### src/rtl/bit8_manipulator_if.sv
// Operand/control and result bundle for the single-bit shift/rotate unit.
// The ALU side drives the master modport; bit8_manipulator consumes the slave modport.
interface bit8_manipulator_if #(
    parameter int WIDTH = 8
);
    logic [WIDTH-1:0] A;
    logic             direction;
    logic             rotate;
    logic             en;
    logic [WIDTH-1:0] Out;
    logic [WIDTH-1:0] out_q;
    logic             valid_q;
    logic             carry_q;
    logic             zero_q;

    modport master (
        output A, direction, rotate, en,
        input  Out, out_q, valid_q, carry_q, zero_q
    );

    modport slave (
        input  A, direction, rotate, en,
        output Out, out_q, valid_q, carry_q, zero_q
    );
endinterface

### src/rtl/bit8_manipulator.sv
// Single-bit shift/rotate unit: combinational result on Out plus an en-gated registered copy.
// Optional MANIP_FLAGS_EN adds registered carry/zero flags; otherwise those outputs are tied low.
module bit8_manipulator #(
    parameter int WIDTH = 8
) (
    input  logic              clk,
    input  logic              rst_n,
    bit8_manipulator_if.slave bus
);

    // Pure bit selects so an X on one A bit only lands in the one result bit it feeds.
    function automatic logic [WIDTH-1:0] manip(input logic [WIDTH-1:0] a,
                                               input logic             dir,
                                               input logic             rot);
        case ({dir, rot})
            2'b00:   return {a[WIDTH-2:0], 1'b0};
            2'b01:   return {a[WIDTH-2:0], a[WIDTH-1]};
            2'b10:   return {1'b0, a[WIDTH-1:1]};
            2'b11:   return {a[0], a[WIDTH-1:1]};
            default: return 'x;
        endcase
    endfunction

    function automatic logic carry_out(input logic [WIDTH-1:0] a, input logic dir);
        return dir ? a[0] : a[WIDTH-1];
    endfunction

    logic [WIDTH-1:0] res_c;
    logic [WIDTH-1:0] res_d, res_q;
    logic             vld_d, vld_q;

    assign res_c   = manip(bus.A, bus.direction, bus.rotate);
    assign bus.Out = res_c;

    always_comb begin
        res_d = res_q;
        vld_d = vld_q;
        if (bus.en) begin
            res_d = res_c;
            vld_d = 1'b1;
        end
    end

    always_ff @(posedge clk or negedge rst_n) begin
        if (!rst_n) begin
            res_q <= '0;
            vld_q <= 1'b0;
        end else begin
            res_q <= res_d;
            vld_q <= vld_d;
        end
    end

    assign bus.out_q   = res_q;
    assign bus.valid_q = vld_q;

`ifdef MANIP_FLAGS_EN
    logic carry_d, carry_q;
    logic zero_d, zero_q;

    always_comb begin
        carry_d = carry_q;
        zero_d  = zero_q;
        if (bus.en) begin
            carry_d = carry_out(bus.A, bus.direction);
            zero_d  = (res_c == '0);
        end
    end

    always_ff @(posedge clk or negedge rst_n) begin
        if (!rst_n) begin
            carry_q <= 1'b0;
            zero_q  <= 1'b0;
        end else begin
            carry_q <= carry_d;
            zero_q  <= zero_d;
        end
    end

    assign bus.carry_q = carry_q;
    assign bus.zero_q  = zero_q;
`else
    assign bus.carry_q = 1'b0;
    assign bus.zero_q  = 1'b0;
`endif

endmodule

### src/flat_wrapper.sv
// flat-port wrapper written by rule: the top's interface ports become plain ports
module bit8_manipulator_flat 
#(
    parameter int WIDTH = 8
)
  (clk, rst_n, bus_A, bus_direction, bus_rotate, bus_en, bus_Out, bus_out_q, bus_valid_q, bus_carry_q, bus_zero_q);
  bit8_manipulator_if #(.WIDTH(WIDTH)) bus_i ();
  input  logic clk;
  input  logic rst_n;
  input wire logic [$bits(bus_i.A)-1:0] bus_A;
  input wire logic [$bits(bus_i.direction)-1:0] bus_direction;
  input wire logic [$bits(bus_i.rotate)-1:0] bus_rotate;
  input wire logic [$bits(bus_i.en)-1:0] bus_en;
  output wire logic [$bits(bus_i.Out)-1:0] bus_Out;
  output wire logic [$bits(bus_i.out_q)-1:0] bus_out_q;
  output wire logic [$bits(bus_i.valid_q)-1:0] bus_valid_q;
  output wire logic [$bits(bus_i.carry_q)-1:0] bus_carry_q;
  output wire logic [$bits(bus_i.zero_q)-1:0] bus_zero_q;
  assign bus_i.A = bus_A;
  assign bus_i.direction = bus_direction;
  assign bus_i.rotate = bus_rotate;
  assign bus_i.en = bus_en;
  assign bus_Out = bus_i.Out;
  assign bus_out_q = bus_i.out_q;
  assign bus_valid_q = bus_i.valid_q;
  assign bus_carry_q = bus_i.carry_q;
  assign bus_zero_q = bus_i.zero_q;
  bit8_manipulator #(.WIDTH(WIDTH)) u_core (.clk(clk), .rst_n(rst_n), .bus(bus_i));
endmodule
### config.mk
export PLATFORM = sky130hd
export DESIGN_NAME = bit8_manipulator_flat
export DESIGN_NICKNAME = d
export VERILOG_FILES = /design/src/rtl/bit8_manipulator_if.sv /design/src/rtl/bit8_manipulator.sv /design/src/flat_wrapper.sv
export SDC_FILE = /design/constraint.sdc
export NUM_CORES = 1
export LEC_CHECK = 0
export BUFFER_PORTS_ARGS = -buffer_cell sky130_fd_sc_hd__clkbuf_2
export CAP_MARGIN = 15
export CORE_MARGIN = 5
export CORE_UTILIZATION = 35
export DETAILED_ROUTE_END_ITERATION = 16
export PLACE_DENSITY = 0.71
export SYNTH_ARGS = -nofsm -noshare
export SYNTH_HDL_FRONTEND = slang
export SYNTH_SLANG_ARGS = --single-unit
### constraint.sdc
create_clock -name clk -period 0.8 [get_ports clk]
set_clock_uncertainty 0.05 [all_clocks]
set_input_delay 0.16 -clock clk [delete_from_list [all_inputs] [get_ports clk]]
set_output_delay 0.16 -clock clk [all_outputs]
set_load 0.1 [all_outputs]
==> flow_summary.ini <==
[outcome]
violations = setup timing
outcome = finished, violations left

[clocking]
clockBufferDepth = 2
htree_levels = 1
clock_sinks = 9
cts_root_buf = clkbuf_4
clk_pin_slew_worst_paths_ns = 0.06
cts_buffers = 3
clk_latency_ns = 0.26
tritoncts = done

[logic_synthesis]
synth_seq_cells = 9
yosys-top-cells-area = dfrtp_1 (45%), mux2_4 (36%), buf_4 (3.0%)
synth_top_area_cell = dfrtp_1
synth_seq_area_share = 0.4534
synthCells = 37
yosysTopAreaCellShare = 0.4534
synth_cell_types = 13
syn_area_um2 = 496.7
synth-warning-count = 0
post_synth.cell_area_avg_um2 = 13.43

[pwr]
internal-power_mw = 1.265
irDropWorstVdd_mv = 1.376
power_density_nw_per_um2 = 1971
clock_power_share = 0.150
switching_share = 0.4494
combPwrFrac = 0.589
p_sw_mw = 1.033
p_leak_nw = 0.5543
p_total_mw = 2.298
seq_power_share = 0.261

[finish]
num_antenna_cells = 0
regArea_um2 = 259.0
drive_above_1_share = 0.9036
n_fill_cell = 52
synthToLayoutAreaGrowth_pct = 134.8
multi_input_area_um2 = 286.5
nNetsFinal = 97
utilization = 0.8851
design_area_um2 = 1166

[floorplan]
fp.dieW_um = 47.67
rows = 13
io_pins = 32
start_util = 0.3770
die-height_um = 47.67
coreArea_um2 = 1318
dieArea_um2 = 2272

[global_route]
antenna_found_initial = 0
grtUsageTotal = 0.1655
overflow = 0
grt_pass1_vias = 519
grt_pass1_wl_mm = 2.504
grt_max_degree = 11

[setup_path]
critical_path_arrival_ns = 0.93
path_delay_family = flip-flops
crit_chain = buf_12
cp-start-kind = register
path_class = register to output port
timing.critical_path.fanout_max = 2
worst_setup_path_end_kind = output port
slowest_delay_ns = 0.50
critPathSlowestCell = dfrtp_4
path_buf_inv = 1
cp_data_required_time_ns = 0.59

[timing]
finalSetupTns_ns = -5.728
period_minus_slack_ns = 1.142
period_share = 1.427
fmax_mhz = 876.0
hold_violations = 0
rsz0062_at_grt = yes
slew_violations = 0
fin_hold_ws_ns = 0.2432
setup_viol = 26
finalWorstSetupSlack_ns = -0.3415

[routing]
vias = 461
drc = 0
vias_per_cell = 4.704
wl_per_cell_um = 18.21
antenna_violating_nets_post_route = 0
drt-initial-drc-count = 8
drtPass1Iterations = 4
wl_mm = 1.785

[flow_run]
drv_cap = 0

[placed_design]
gp_congestion = 0.7025
dp_hpwl_mm = 1.207
placed_area_um2 = 972.2
portBuffers = 29

[min_path]
hold_class = primary input to asynchronous set/reset pin
## logic make-up (layout without fill, tap and decap cells)
logic type / count (synthesis) / count (layout) / synth area share
other: 1 / 2 / 0.007549
AO/OA/AOI/OAI: 2 / 2 / 0.02518
buffers and inverters: 4 / 49 / 0.06295
multiplexers: 12 / 12 / 0.3627
AND/OR/NAND/NOR: 9 / 9 / 0.08818
flip-flops: 9 / 9 / 0.4534
## power groups by stage
| stage | Clock [mW] | Combinational, mW | Sequential (mW) |
|---|---|---|---|
| 3_3_place_gp | 0 | 1.21 | 0.601 |
| 5_1_grt | 0.383 | 1.39 | 0.606 |
| 4_1_cts | 0.347 | 1.31 | 0.594 |
| 2_1_floorplan | 0 | 0.444 | 0.936 |
| 3_5_place_dp | 0 | 1.23 | 0.605 |
| 6_report | 0.345 | 1.35 | 0.599 |
## registers in the layout, indices dropped and copies added (netlist names)
| signal | cells |
|---|---|
| u_core.bus.valid_q | 1 |
| u_core.bus.out_q | 8 |
## metal layers
layer,part of all wire,GRT usage
met1,0.39,0.1824
met2,0.56,0.3102
met3,0.048,0.03008
met4,0.0067,0.06452
met5,0,0
## final timing paths
check,start,end,slack (ns),cells after the start
max,u_core.bus.out_q[2]$_DFFE_PN0P_,bus_out_q[2],-0.34,1
min,rst_n,u_core.bus.out_q[6]$_DFFE_PN0P_,0.24,2
max reg2reg,u_core.bus.out_q[5]$_DFFE_PN0P_,u_core.bus.out_q[5]$_DFFE_PN0P_,-0.24,2
min reg2reg,u_core.bus.valid_q$_DFFE_PN0P_,u_core.bus.valid_q$_DFFE_PN0P_,0.52,1
max in group asynchronous,rst_n,u_core.bus.out_q[7]$_DFFE_PN0P_,0.24,2
min in group clk,bus_A[1],u_core.bus.out_q[0]$_DFFE_PN0P_,0.26,4
## area by class of cell
class	instances	area share
Clock buffer	4	0.02253
Multi-Input combinational cell	25	0.2457
Sequential cell	9	0.2221
Tap cell	15	0.01609
Timing Repair Buffer	45	0.4936
## placed cells by master, fill, tap and decap left out, types with 2 or more instances in the layout
cell type  synthesis  final
buf_6              1      6
clkbuf_2           0     10
mux2_4            12     12
buf_12             0     17
conb_1             1      2
buf_4              2      9
a31oi_1            2      2
dfrtp_4            0      9
clkbuf_4           0      3
## cells in the mapped netlist
cell type	n
a31oi_1	2
buf_2	1
buf_6	1
nand3b_1	1
dfrtp_1	9
conb_1	1
or2_2	1
mux2_4	12
nand2_1	3
nand2b_1	1
buf_4	2
nand3_1	1
nor2_1	2
## what timing repair did
action / 4_1_cts / 5_1_grt
endpoints found under the hold margin: 9 / 0
hold buffers: 1 / 0
buffers inserted: 4 / 5
gates resized for setup: 10 / 7
pin swaps: 1 / 3
endpoints found under the setup margin: 26 / 26
cloned: 1 / 0
## per-stage QoR
stage,worst slack [ns],std cells
global placement,-0.3705,83
global route,-0.3621,98
detailed placement,-0.4089,83
finish,-0.3415,98
floorplan,-0.3812,38
CTS,-0.3371,93
Note: power is estimated with default switching activity, not from simulation.
